===== src/rtl/xbar_periph_responder.sv =====
// Word-addressed peripheral responder: byte-enable writes, reads, out-of-range error, fixed wait states.
// Ready comes WAIT_CYCLES after the accept cycle (same cycle when 0); initiator holds p_req_i until ready.
module xbar_periph_responder #(
  parameter int unsigned WORD_ADDR_WIDTH = 8,
  parameter int unsigned NUM_WORDS       = 16,
  parameter int unsigned WAIT_CYCLES     = 1
) (
  input  logic                       clk_i,
  input  logic                       rst_ni,
  input  logic                       p_req_i,
  input  logic [WORD_ADDR_WIDTH-1:0] p_addr_i,
  input  logic                       p_we_i,
  input  logic [3:0]                 p_be_i,
  input  logic [31:0]                p_wdata_i,
  output logic                       p_ready_o,
  output logic [31:0]                p_rdata_o,
  output logic                       p_err_o
);

  localparam int unsigned              IDX_W    = (NUM_WORDS > 1) ? $clog2(NUM_WORDS) : 1;
  localparam logic [WORD_ADDR_WIDTH:0] WORDS_L  = (WORD_ADDR_WIDTH + 1)'(NUM_WORDS);
  localparam logic [3:0]               CNT_LOAD = (WAIT_CYCLES > 0) ? 4'(WAIT_CYCLES - 1) : 4'd0;
  localparam bit                       NO_WAIT  = (WAIT_CYCLES == 0);

  typedef enum logic {
    ST_IDLE,
    ST_WAIT
  } state_e;

  state_e                     state_q, state_d;
  logic [3:0]                 cnt_q, cnt_d;
  logic [WORD_ADDR_WIDTH-1:0] cap_addr_q;
  logic                       cap_we_q;
  logic [3:0]                 cap_be_q;
  logic [31:0]                cap_wdata_q;
  logic [31:0]                mem_q [NUM_WORDS];

  logic                       capture;
  logic                       fire;
  logic [WORD_ADDR_WIDTH-1:0] act_addr;
  logic                       act_we;
  logic [3:0]                 act_be;
  logic [31:0]                act_wdata;
  logic                       in_range;
  logic [IDX_W-1:0]           idx;
  logic                       wr_en;

  always_comb begin
    state_d = state_q;
    cnt_d   = cnt_q;
    capture = 1'b0;
    fire    = 1'b0;
    case (state_q)
      ST_IDLE: begin
        if (p_req_i) begin
          if (NO_WAIT) begin
            fire = 1'b1;
          end else begin
            capture = 1'b1;
            cnt_d   = CNT_LOAD;
            state_d = ST_WAIT;
          end
        end
      end
      ST_WAIT: begin
        // bus inputs are ignored here; the captured request always completes
        if (cnt_q == 4'd0) begin
          fire    = 1'b1;
          state_d = ST_IDLE;
        end else begin
          cnt_d = cnt_q - 4'd1;
        end
      end
      default: state_d = ST_IDLE;
    endcase
  end

  assign act_addr  = NO_WAIT ? p_addr_i  : cap_addr_q;
  assign act_we    = NO_WAIT ? p_we_i    : cap_we_q;
  assign act_be    = NO_WAIT ? p_be_i    : cap_be_q;
  assign act_wdata = NO_WAIT ? p_wdata_i : cap_wdata_q;

  assign in_range  = ({1'b0, act_addr} < WORDS_L);
  assign idx       = act_addr[IDX_W-1:0];

  // reset masks the outputs so the zero-wait path cannot respond while held in reset
  assign p_ready_o = rst_ni & fire;
  assign p_err_o   = p_ready_o & ~in_range;
  assign p_rdata_o = (p_ready_o & ~act_we & in_range) ? mem_q[idx] : 32'd0;
  assign wr_en     = p_ready_o & act_we & in_range;

  always_ff @(posedge clk_i) begin
    if (!rst_ni) begin
      state_q     <= ST_IDLE;
      cnt_q       <= 4'd0;
      cap_addr_q  <= '0;
      cap_we_q    <= 1'b0;
      cap_be_q    <= 4'd0;
      cap_wdata_q <= 32'd0;
      for (int i = 0; i < NUM_WORDS; i++) begin
        mem_q[i] <= 32'd0;
      end
    end else begin
      state_q <= state_d;
      cnt_q   <= cnt_d;
      if (capture) begin
        cap_addr_q  <= p_addr_i;
        cap_we_q    <= p_we_i;
        cap_be_q    <= p_be_i;
        cap_wdata_q <= p_wdata_i;
      end
      if (wr_en) begin
        for (int k = 0; k < 4; k++) begin
          if (act_be[k]) begin
            mem_q[idx][8*k +: 8] <= act_wdata[8*k +: 8];
          end
        end
      end
    end
  end

endmodule


===== config.mk =====
export PLATFORM = sky130hd
export DESIGN_NAME = xbar_periph_responder
export DESIGN_NICKNAME = d
export VERILOG_FILES = /design/src/rtl/xbar_periph_responder.sv
export SDC_FILE = /design/constraint.sdc
export NUM_CORES = 1
export LEC_CHECK = 0
export CORE_MARGIN = 5
export CORE_UTILIZATION = 51
export DETAILED_ROUTE_END_ITERATION = 10
export GPL_TIMING_DRIVEN = 1
export MAX_ROUTING_LAYER = met4
export PLACE_DENSITY = 0.79
export RECOVER_POWER = 25
export SYNTH_ARGS = -nofsm -noshare
export SYNTH_HDL_FRONTEND = slang
export SYNTH_SLANG_ARGS = --single-unit

===== constraint.sdc =====
create_clock -name clk_i -period 6.4 [get_ports clk_i]
set_input_delay 1.28 -clock clk_i [delete_from_list [all_inputs] [get_ports clk_i]]
set_output_delay 1.28 -clock clk_i [all_outputs]
set_load 0.03 [all_outputs]

# Word level (Yosys, flattened, before mapping)
# Memory sizes are Yosys's and may differ from the RTL's. A register that Yosys moved wholly into a read port is not among the register bits.
# Cells that the tools add are included.
# Widths: inputs -> output; s select.
[op_classes]
order_cmp = 1
n_reduce_logical = 3
n_mux = 32
eq_ne = 2
bitwise_logic = 9
add_sub_neg = 1
[op_table]
columns = ["op", "count"]
rows = [
  ["$mux 32", 2],
  ["$reduce_or 32->1", 1],
  ["$mux 4", 6],
  ["$mux 1", 22],
  ["$lt 8x5->1 const B", 1],
  ["$pmux 4 s2", 1],
  ["$and 1x1->1", 6],
  ["$logic_not 4->1", 1],
  ["$ne 2x2->1 const B", 2],
  ["$sub 4x1->4 const B", 1],
  ["$not 1->1", 3],
  ["$pmux 1 s2", 1],
  ["$reduce_and 2->1", 1],
]
[totals]
mem_count = 1
out_inout_bits = 34
reg_bits = 50
ramBits = 512
elab_cells = 55
[memory_table]
columns = ["name", "depth", "width", "rd", "rd_clocked_by_memory_dff", "wr", "line_no", "source"]
rows = [
  ["mem_q", 16, 32, 1, 1, 16, "36", "logic [31:0] mem_q [NUM_WORDS];"],
]

# Depth between registers and ports, before layout
[depth]
ltp_word = 11
mapped_depth = 8
ltp_nobuf = 6

# Worst setup path before layout
# Ideal clock, no wire load.
[synth_timing]
path_type = "input-to-output"
from = "in rst_ni"
to = "out p_rdata_o[10]"
setup_slack_ns = 2.164
cell_stages = 6
arrival_time_ns = 2.956
required_time_ns = 5.120
cell_sequence = "buf_2 > and2_1 > and2_1 > nand3b_1 > clkbuf_1 > o22ai_1"
[synth_via]
elab_chain_len = 4
[synth_lines]
columns = ["element", "line_no", "source"]
rows = [
  ["from (decl)", "9", "input logic rst_ni,"],
  ["$and 1x1->1", "87", "assign p_ready_o = rst_ni & fire;"],
  ["via p_ready_o", "15", "output logic p_ready_o,"],
  ["$and 1x1->1 (2 in a row)", "89", "assign p_rdata_o = (p_ready_o & ~act_we & in_range) ? mem_q[idx] : 32'd0;"],
  ["$mux 32", "89", ""],
  ["to (decl)", "16", "output logic [31:0] p_rdata_o,"],
]
# The timed path passes the listed nets, and every way through them passes these cells.

# Worst setup path after layout
[layout_timing]
from = "in rst_ni"
to = "out p_rdata_o[26]"
[layout_via]
elab_chain_len = 4
[layout_lines]
columns = ["element", "line_no"]
rows = [
  ["$and 1x1->1", "87"],
  ["$and 1x1->1 (2 in a row)", "89"],
  ["$mux 32", "89"],
]
# Every way passes these cells.

==> results by group <==
Outcome
  – Result of the run: finished with violations
  – Violated checks: max-capacitance violations, max-slew violations

Synthesis
  – Number of warnings printed during yosys synthesis: 0
  – Avg Cell Area, Syn: ~15 um2
  – Post-synthesis instance area: roughly 26000 um2
  – Synthesized Nets: roughly 1800
  – Share of the synthesized area in the top cell type: 58.8%
  – Seq/Total Area, Yosys: around 63%
  – Cell type contributing the most total cell area after synthesis: sky130_fd_sc_hd__edfxtp_1
  – Synth area leaders: sky130_fd_sc_hd__edfxtp_1, sky130_fd_sc_hd__and2_1, sky130_fd_sc_hd__mux4_2
  – Register bit total from synthesis: between 500 and 600
  – Number of instances in the synthesized netlist: between 1500 and 2000
  – Post-synth cell types: 37

Layout
  – Number of filler instances in the final layout: 3903
  – Leading cell type in the layout, fill and taps excluded: sky130_fd_sc_hd__edfxtp_1
  – Signed area change from the synthesized netlist to the final layout: 11.1%
  – Number of nets in the final layout: approximately 1800
  – Leading cell types in the layout, fill and taps excluded: sky130_fd_sc_hd__edfxtp_1, sky130_fd_sc_hd__and2_1, sky130_fd_sc_hd__mux4_2
  – Final design utilization: between 50% and 60%
  – Layout cell share with drive strength beyond 1: approximately 14%

Worst hold path
  – Startpoint of the tightest hold check path: act_addr[4]$_SDFFE_PN0P_
  – Worst Hold Class: reg -> reg
  – Endpoint of the worst hold-timing path: act_addr[4]$_SDFFE_PN0P_
  – Hold Crit Depth: 2

Placement
  – Detail Placement HPWL: slightly below 40000 um
  – Number of buffers inserted by port buffering: ~80
  – GPL Wtd Cong: about 0.83

Power and ir drop
  – IR Drop Worst-Case VDD: between 0.00015 and 0.0002 V
  – PD cells: ~280 nW/um2
  – Static Leak: 10.4 nW

Timing
  – Final setup violation count: 0
  – Setup TNS after final layout: 0 ns
  – Hold violation count in the final report: 0
  – Fin crit share: between 80% and 90%
  – Transition time at the pin with the least slew margin: around 2.7 ns
  – Layout Skew: between 0.01 and 0.015 ns
  – Highest attainable clock frequency: between 0.15 and 0.2 GHz
  – Worst slew margin relative to its limit: -78.6%
  – Fin. max-slew vios: 125
  – Unrepaired setup endpoints after global routing: false
  – Min Tclk post-route: slightly above 5 ns

Global routing
  – GRT Util Overall: 21.8%
  – Largest net degree at the start of global routing: between 70 and 80
  – Total global routing overflow: 0
  – Wire length of the first global-routing pass: roughly 91000 um
  – Antenna violations before repair: 1
  – Via count of the first global-routing pass: approximately 15000

Clock tree
  – Master cell of the clock root buffer: sky130_fd_sc_hd__clkbuf_16
  – Number of buffers added for setup after CTS: 0
  – CTS Sinks: 566
  – CTS max path bufs: 3
  – CTS Hold Buffers Added: 0
  – Clock tree from TritonCTS: yes
  – Deepest level of the CTS H-tree: 2
  – Resized cells post-CTS: 0
  – Clock-pin slew on the worst setup and hold paths: ~0.06 ns
  – Number of buffers created by CTS: 55
  – Clock latency on the worst-skew pair: about 0.60 ns

Drt
  – Per-cell routed wire length: roughly 24 um
  – Post-detailed-route DRC marker count: 0
  – Average vias per placed instance: approximately 5.7
  – Pre-Repair DR Iteration Count: 5
  – Antenna Violating Nets Remaining: 0
  – Detailed-route via count: roughly 14000
  – Wire length after detailed routing: approximately 59000 um
  – Initial DRC count: about 1400

Worst setup path
  – Terminus of the critical flop-to-flop path: mem_q[4][2]$_SDFFCE_PN0P_
  – Endpoint type of the worst setup path: output port
  – Signal arrival time at the worst endpoint: 3.86 ns
  – Cell occurring most often along the worst timing path: sky130_fd_sc_hd__and2_1
  – Startpoint type of the worst setup path: primary input
  – Library cell contributing the largest single delay on the critical path: sky130_fd_sc_hd__nand3_2
  – Critical Path Source: rst_ni
  – Register-to-Register Path Depth: 7
  – Cells along the critical path: buf_2, and2_1, and2_1, nand3_2, o22ai_1, clkdlybuf4s50_1
  – Critical R2R Launch: cnt_q[0]$_SDFFE_PN0P_
  – Kind of critical path: in -> out
  – Peak fanout along the critical path: 32
  – Max incr delay on CP: slightly above 0.8 ns
  – Reg2reg setup slack: around 3.0 ns
  – Data required time at the worst endpoint: about 5.1 ns

Job
  – Count of max-cap constraint violations: 2

Die
  – Die height: 236 um
  – Number of I/O pins: just over 80
  – Die X-Extent: approximately 240 um
  – Placement row count: 83
  – Full die area: between 50000 and 60000 um2
  – Starting density of the core: between 50 and 60%
  – Core area: 51100 um2
flip-flops by register name, indices dropped and copies added (netlist names), named ones only:
signal     flops
state_q        1
mem_q        512
act_we         1
act_be         4
cnt_q          4
act_wdata     32
act_addr       8
power breakdown:
| group | leakage (nW) | switching (mW) | internal (mW) | total [mW] |
|---|---|---|---|---|
| clock | 0.890 | 1.37 | 1.90 | 3.26 |
| combinational | 3.80 | 0.262 | 0.201 | 0.463 |
| sequential | 5.73 | 0.136 | 4.15 | 4.28 |
per-stage QoR:
stage / hold WS, ns / worst slack [ns] / cells / power [mW] / cell area [um2]
after CTS: 0.487 / 1.17 / 2503 / 8.04 / 29100
after floorplan: 0.452 / 2.16 / 1763 / 4.61 / 26100
after global placement: 0.468 / 1.31 / 2401 / 4.81 / 27200
after global routing: 0.512 / 1.07 / 2505 / 8.23 / 29000
after detailed placement: 0.479 / 1.18 / 2401 / 4.83 / 27200
final: 0.490 / 1.26 / 2505 / 8.01 / 29000
metal layers:
| metal | part of all wire [%] | global-route usage (%) | up-vias |
|---|---|---|---|
| li1 | - | - | 6458 |
| met1 | 41 | 28.1 | 7261 |
| met2 | 51 | 36.2 | 463 |
| met3 | 5.5 | 3.31 | 93 |
| met4 | 2.7 | 6.45 | 0 |
| met5 | 0 | - | - |
cell usage after synthesis, drive strengths merged:
cell and number:
and2 516, edfxtp 512, mux4 128, nand2 100, clkbuf 70, buf 66
nand2b 66, mux2i 64, dfxtp 54, a21oi 42, and3 37, nor3 34
o22ai 32, nor2b 8, clkinv 5, nor2 5, a21boi 4, nand3 4
inv 2, nor4 2, o21a 2, or3 2, a31oi 1, and4 1
ha 1, nand3b 1, nand4 1, nor3b 1, o211ai 1, o21ai 1
logic make-up after synthesis:
| kind of cell | synth area share (%) |
|---|---|
| compound gates | 1.81 |
| fa+ha+maj | 0.0479 |
| buf+inv | 2.79 |
| flops | 62.9 |
| mux | 13.5 |
| simple gates | 18.9 |
critical path, delay by kind of cell:
| kind | cells | cell delay (ns) |
|---|---|---|
| buffers and inverters | 2 | 0.83 |
| AOI/OAI and AO/OA | 1 | 0.49 |
| and+or+nand+nor | 3 | 1.24 |
area by class of cell:
class | instances | area, um2 | area share, %
Inverter | 7 | 26.3 | 0.0905
Timing Repair Buffer | 94 | 922 | 3.17
Clock buffer | 74 | 1510 | 5.20
Tap cell | 680 | 851 | 2.93
Clock inverter | 28 | 297 | 1.02
Sequential cell | 566 | 16500 | 56.7
Multi-Input combinational cell | 1054 | 8970 | 30.9
Antenna cell | 2 | 5.00 | 0.0172
worst max-delay path by stage:
| stage | cells after the start | to |
|---|---|---|
| 2_1_floorplan | 6 | p_rdata_o[10] |
| 5_1_grt | 6 | p_rdata_o[14] |
| 6_report | 6 | p_rdata_o[26] |
| 3_3_place_gp | 6 | p_rdata_o[30] |
| 4_1_cts | 6 | p_rdata_o[29] |
| 3_5_place_dp | 6 | p_rdata_o[29] |
Note: power is estimated with default switching activity, not from simulation.
